[src/rtl/fuzz_vector_sequencer.sv]
// Applies an LFSR-generated stimulus sequence to a fuzz target and folds each response
// into a MISR signature so every tool can be compared on one final value.
module fuzz_vector_sequencer #(
  parameter int unsigned     IN_W    = 86,
  parameter int unsigned     OUT_W   = 81,
  parameter int unsigned     NUM_VEC = 21,
  parameter int unsigned     SETTLE  = 1,
  parameter logic [IN_W-1:0] POLY    = 86'h2000000000000000000061,
  parameter logic [IN_W-1:0] SEED    = 86'h1
) (
  input  logic             clk,
  input  logic             rst_n,
  input  logic             start,
  output logic [IN_W-1:0]  dut_in,
  input  logic [OUT_W-1:0] dut_y,
  output logic             cap_valid,
  output logic [7:0]       vec_idx,
  output logic             busy,
  output logic             done,
  output logic [OUT_W-1:0] signature
);

  localparam int unsigned     CntW       = (SETTLE > 1) ? $clog2(SETTLE) : 1;
  localparam logic [CntW-1:0] SettleInit = CntW'(SETTLE - 1);
  localparam logic [7:0]      LastIdx    = 8'(NUM_VEC - 1);
  // An all-zero seed would lock the LFSR, so it is forced to 1.
  localparam logic [IN_W-1:0] SeedEff    = (SEED == '0) ? IN_W'(1) : SEED;

  typedef enum logic [1:0] {StIdle, StApply, StCapture, StDone} state_e;

  state_e           state_q;
  logic [IN_W-1:0]  lfsr_q;
  logic [IN_W-1:0]  lfsr_next;
  logic [OUT_W-1:0] sig_q;
  logic [CntW-1:0]  settle_cnt_q;
  logic [7:0]       vec_idx_q;
  logic             cap_valid_q;
  logic             busy_q;
  logic             done_q;

  // The LFSR register drives the DUT directly, so dut_in is glitch-free.
  assign lfsr_next = (lfsr_q >> 1) ^ (lfsr_q[0] ? POLY : '0);

  always_ff @(posedge clk or negedge rst_n) begin
    if (!rst_n) begin
      state_q      <= StIdle;
      lfsr_q       <= '0;
      sig_q        <= '0;
      settle_cnt_q <= '0;
      vec_idx_q    <= '0;
      cap_valid_q  <= 1'b0;
      busy_q       <= 1'b0;
      done_q       <= 1'b0;
    end else begin
      cap_valid_q <= 1'b0;
      done_q      <= 1'b0;
      unique case (state_q)
        StIdle: begin
          if (start) begin
            lfsr_q       <= SeedEff;
            sig_q        <= '0;
            vec_idx_q    <= '0;
            settle_cnt_q <= SettleInit;
            busy_q       <= 1'b1;
            state_q      <= StApply;
          end
        end
        StApply: begin
          if (settle_cnt_q == '0) begin
            cap_valid_q <= 1'b1;
            state_q     <= StCapture;
          end else begin
            settle_cnt_q <= settle_cnt_q - 1'b1;
          end
        end
        StCapture: begin
          sig_q <= {sig_q[OUT_W-2:0], sig_q[OUT_W-1]} ^ dut_y;
          if (vec_idx_q == LastIdx) begin
            busy_q  <= 1'b0;
            state_q <= StDone;
          end else begin
            vec_idx_q    <= vec_idx_q + 8'd1;
            lfsr_q       <= lfsr_next;
            settle_cnt_q <= SettleInit;
            state_q      <= StApply;
          end
        end
        StDone: begin
          done_q  <= 1'b1;
          state_q <= StIdle;
        end
        default: state_q <= StIdle;
      endcase
    end
  end

  assign dut_in    = lfsr_q;
  assign signature = sig_q;
  assign vec_idx   = vec_idx_q;
  assign cap_valid = cap_valid_q;
  assign busy      = busy_q;
  assign done      = done_q;

  num_vec_range_a: assert property (@(posedge clk) (NUM_VEC >= 1) && (NUM_VEC <= 256));
  settle_range_a:  assert property (@(posedge clk) SETTLE >= 1);

endmodule

[config.mk]
export PLATFORM = sky130hd
export DESIGN_NAME = fuzz_vector_sequencer
export DESIGN_NICKNAME = d
export VERILOG_FILES = /design/src/rtl/fuzz_vector_sequencer.sv
export SDC_FILE = /design/constraint.sdc
export NUM_CORES = 1
export LEC_CHECK = 0
export ABC_AREA = 1
export BUFFER_PORTS_ARGS = -buffer_cell sky130_fd_sc_hd__clkbuf_2
export CORE_UTILIZATION = 45
export CTS_BUF_LIST = sky130_fd_sc_hd__clkbuf_8
export CTS_CLUSTER_SIZE = 12
export DETAILED_ROUTE_END_ITERATION = 7
export GPL_TIMING_DRIVEN = 0
export PLACE_DENSITY = 0.78
export RECOVER_POWER = 25
export SYNTH_ARGS = -nofsm -noshare
export SYNTH_HDL_FRONTEND = slang
export SYNTH_SLANG_ARGS = --single-unit
[constraint.sdc]
create_clock -name clk -period 1.6 [get_ports clk]
set_input_delay 0.08 -clock clk [delete_from_list [all_inputs] [get_ports clk]]
set_output_delay 0.08 -clock clk [all_outputs]
set_load 0.01 [all_outputs]
==> impl_metrics.csv <==
group,metric,value,unit
flow_run,max-cap-violations,0,
detailed_routing,wire_per_inst,17.1,um
final_layout,layout-drive-gt1-share,0.301,
sta,max_slew_margin,0.467,
worst_setup_path,arrival,1.92,ns
sta,clock_skew,0.0138,ns
worst_setup_path,critPathRequiredTime,1.99,ns
detailed_routing,viasPerCell,5.30,
place,place_congestion,0.842,
global_route,grt_max_degree,66,
floorplanning,ioPinCount,262,
detailed_routing,firstDrtPassIters,6,
sta,rsz0062_at_grt,"yes",
detailed_routing,routed_wl,24400,um
sta,setup-violations-final,0,
clock_tree,htree_levels,4,
worst_setup_path,cp-start-kind,"register",
status,violations,"negative hold slack",
global_route,grt_antenna_before_repair,1,
place,pre_cts_ws,-0.132,ns
clock_tree,tritoncts,"done",
status,status,"complete, but fails checks",
sta,fin_hold_ws,-0.0135,ns
clock_tree,cts_buffers,17,
place,dp_hpwl,15100,um
logic_synthesis,ys_types,23,
clock_tree,clock-root-buffer,"clkbuf_8",
worst_setup_path,critPathMaxFanout,6,
power_and_ir_drop,vdd_ir_drop_max,692,uV
global_route,grt.overflow.total,0,
floorplanning,start_util,0.466,
sta,fin_ws,0.0731,ns
sta,fmax,0.655,GHz
logic_synthesis,synth_area,7810,um^2
place,io_buffers,261,
sta,worstMarginPinSlew,0.800,ns
sta,finalCritPeriodShare,0.954,
detailed_routing,final_antenna_net_count,0,
power_and_ir_drop,p_leak,5.10,nW
worst_setup_path,crit_path_end_kind,"register",
clock_tree,cts.clk_slew.worst_paths,0.10,ns
sta,hold_violations,1,
sta,drv_slew,0,
logic_synthesis,syn_nets,907,
final_layout,area_delta_synth_final,39.0,%
clock_tree,cts_max_path_buffers,2,
floorplanning,die_x,134,um
final_layout,post-route-util,0.648,
logic_synthesis,ys_seq_elements,180,
sta,min_period,1.53,ns
power_and_ir_drop,p_per_area,1270,nW/um^2
hold_path,hold_class,"primary input to register",
floorplanning,coreArea,16800,um^2
global_route,grt_pass1_wl,38300,um
detailed_routing,vias,7548,
floorplanning,die_h,134,um
worst_setup_path,worstSetupPathType,"register to register",
final_layout,final_nets,1278,
detailed_routing,drtIter0Drc,449,
logic_synthesis,yosysSeqAreaShare,0.576,
clock_tree,cts.sinks,180,
floorplanning,die_area,17900,um^2
detailed_routing,drc,0,
global_route,track_usage,0.274,
logic_synthesis,synthCells,821,
logic_synthesis,synth_area_per_cell,9.52,um^2
floorplanning,rows,47,
logic_synthesis,yosysWarnings,0,
clock_tree,clock_latency,0.46,ns
global_route,first_global_vias,7269,
-- area by class of cell --
cell class	instances	area, um^2
Fill cell	1335	5900
Clock inverter	14	178
Clock buffer	17	234
Multi-Input combinational cell	571	2970
Inverter	13	48.8
Antenna cell	1	2.50
Buffer	57	393
Sequential cell	180	4510
Timing Repair Buffer	352	2250
Tap cell	220	275
-- state kept, by name, summed over array words and instances, names as in the netlist --
register,cells
busy,1
cap_valid,1
done,1
dut_in,86
signature,81
state_q,2
vec_idx,8
-- cells in the final DEF (no fill, tap or decap), types with 7 or more instances in the layout --
| cell | synthesis | final |
|---|---|---|
| dlygate4sd3_1 | 0 | 82 |
| nand3_1 | 175 | 174 |
| inv_1 | 12 | 9 |
| o21ai_0 | 83 | 83 |
| clkbuf_2 | 0 | 280 |
| clkbuf_4 | 0 | 8 |
| clkbuf_8 | 0 | 17 |
| xnor2_1 | 82 | 82 |
| buf_4 | 3 | 7 |
| nand2_1 | 209 | 208 |
| clkbuf_1 | 20 | 9 |
| buf_2 | 17 | 8 |
| dfrtp_1 | 180 | 179 |
-- critical path, stage by stage (launching register included) --
cell	delay, ns
dfrtp_1	0.44
inv_1	0.11
nand2_1	0.09
nor2_4	0.18
nand3_4	0.11
nand2_4	0.14
buf_12	0.15
buf_8	0.12
nand2_1	0.05
nand2_1	0.07
-- routing by layer --
| layer | GRT usage | wire length [um] | vias up |
|---|---|---|---|
| li1 | - | - | 3446 |
| met3 | 0.0790 | 1990 | 84 |
| met4 | 0.135 | 974 | 0 |
| met2 | 0.443 | 11700 | 376 |
| met5 | 0 | 0 | - |
| met1 | 0.338 | 9680 | 3642 |
-- where the power goes --
part           switching (mW)  internal [mW]  leakage [nW]
clock network            1.70           1.56         0.201
registers                1.18           5.61          1.97
logic                    1.99           1.80          2.92
total                    4.87           8.96          5.10
-- cells in the mapped netlist --
master	number	area [um^2]
nand2_1	209	785
dfrtp_1	180	4500
nand3_1	175	876
o21ai_0	83	415
xnor2_1	82	718
clkbuf_1	20	75.1
buf_2	17	85.1
inv_1	12	45.0
buf_1	10	37.5
nor2_1	6	22.5
buf_6	5	56.3
nand4_1	4	25.0
buf_4	3	22.5
nand2_2	3	18.8
buf_8	2	30.0
ha_1	2	25.0
xor2_1	2	17.5
inv_2	1	3.75
nand2_4	1	11.3
nand3_4	1	17.5
nor2_2	1	6.26
nor2_4	1	11.3
nor3_1	1	5.00
-- cells by family (layout without fill, tap and decap cells) --
logic type | count (synthesis) | after routing | share of synthesized area
other | 0 | 1 | 0
DFF | 180 | 180 | 0.576
buffers and inverters | 70 | 453 | 0.0455
AOI/OAI and AO/OA | 83 | 83 | 0.0532
xor gates and xnor gates | 84 | 84 | 0.0942
and+or+nand+nor | 402 | 402 | 0.228
adders and majority gates | 2 | 2 | 0.00320
-- what timing repair did --
item	in CTS	in global routing
endpoints found under the setup margin	118	149
cloned	0	2
pin swaps	0	4
endpoints found under the hold margin	148	0
setup buffers	2	3
gates resized for setup	7	50
hold buffers	82	0
-- path summary, 6_finish.rpt --
kind                             from  cells after the start       endpoint  slack [ns]
hold reg to reg                  busy                      2           busy        0.49
hold / removal                  start                      3     state_q[0]       -0.01
min in group asynchronous       rst_n                      2  signature[45]        0.24
max in group asynchronous       rst_n                      3     dut_in[61]        0.30
setup / recovery           vec_idx[5]                      9     vec_idx[3]        0.07
setup reg to reg           vec_idx[5]                      9     vec_idx[3]        0.07
-- stage by stage --
stage	instances	area (um^2)	setup TNS (ns)	power [mW]	hold slack, ns
5_1_grt	1425	10900	-0.129	14.4	0.000764
2_1_floorplan	821	7810	0	8.37	-0.216
3_5_place_dp	1304	9460	-6.48	10.2	0.0808
6_report	1425	10900	0	13.8	-0.0135
4_1_cts	1419	10700	0	13.6	0.0691
3_3_place_gp	1302	9400	-525.27	10.0	0.374
Note: power is estimated with default switching activity, not from simulation.
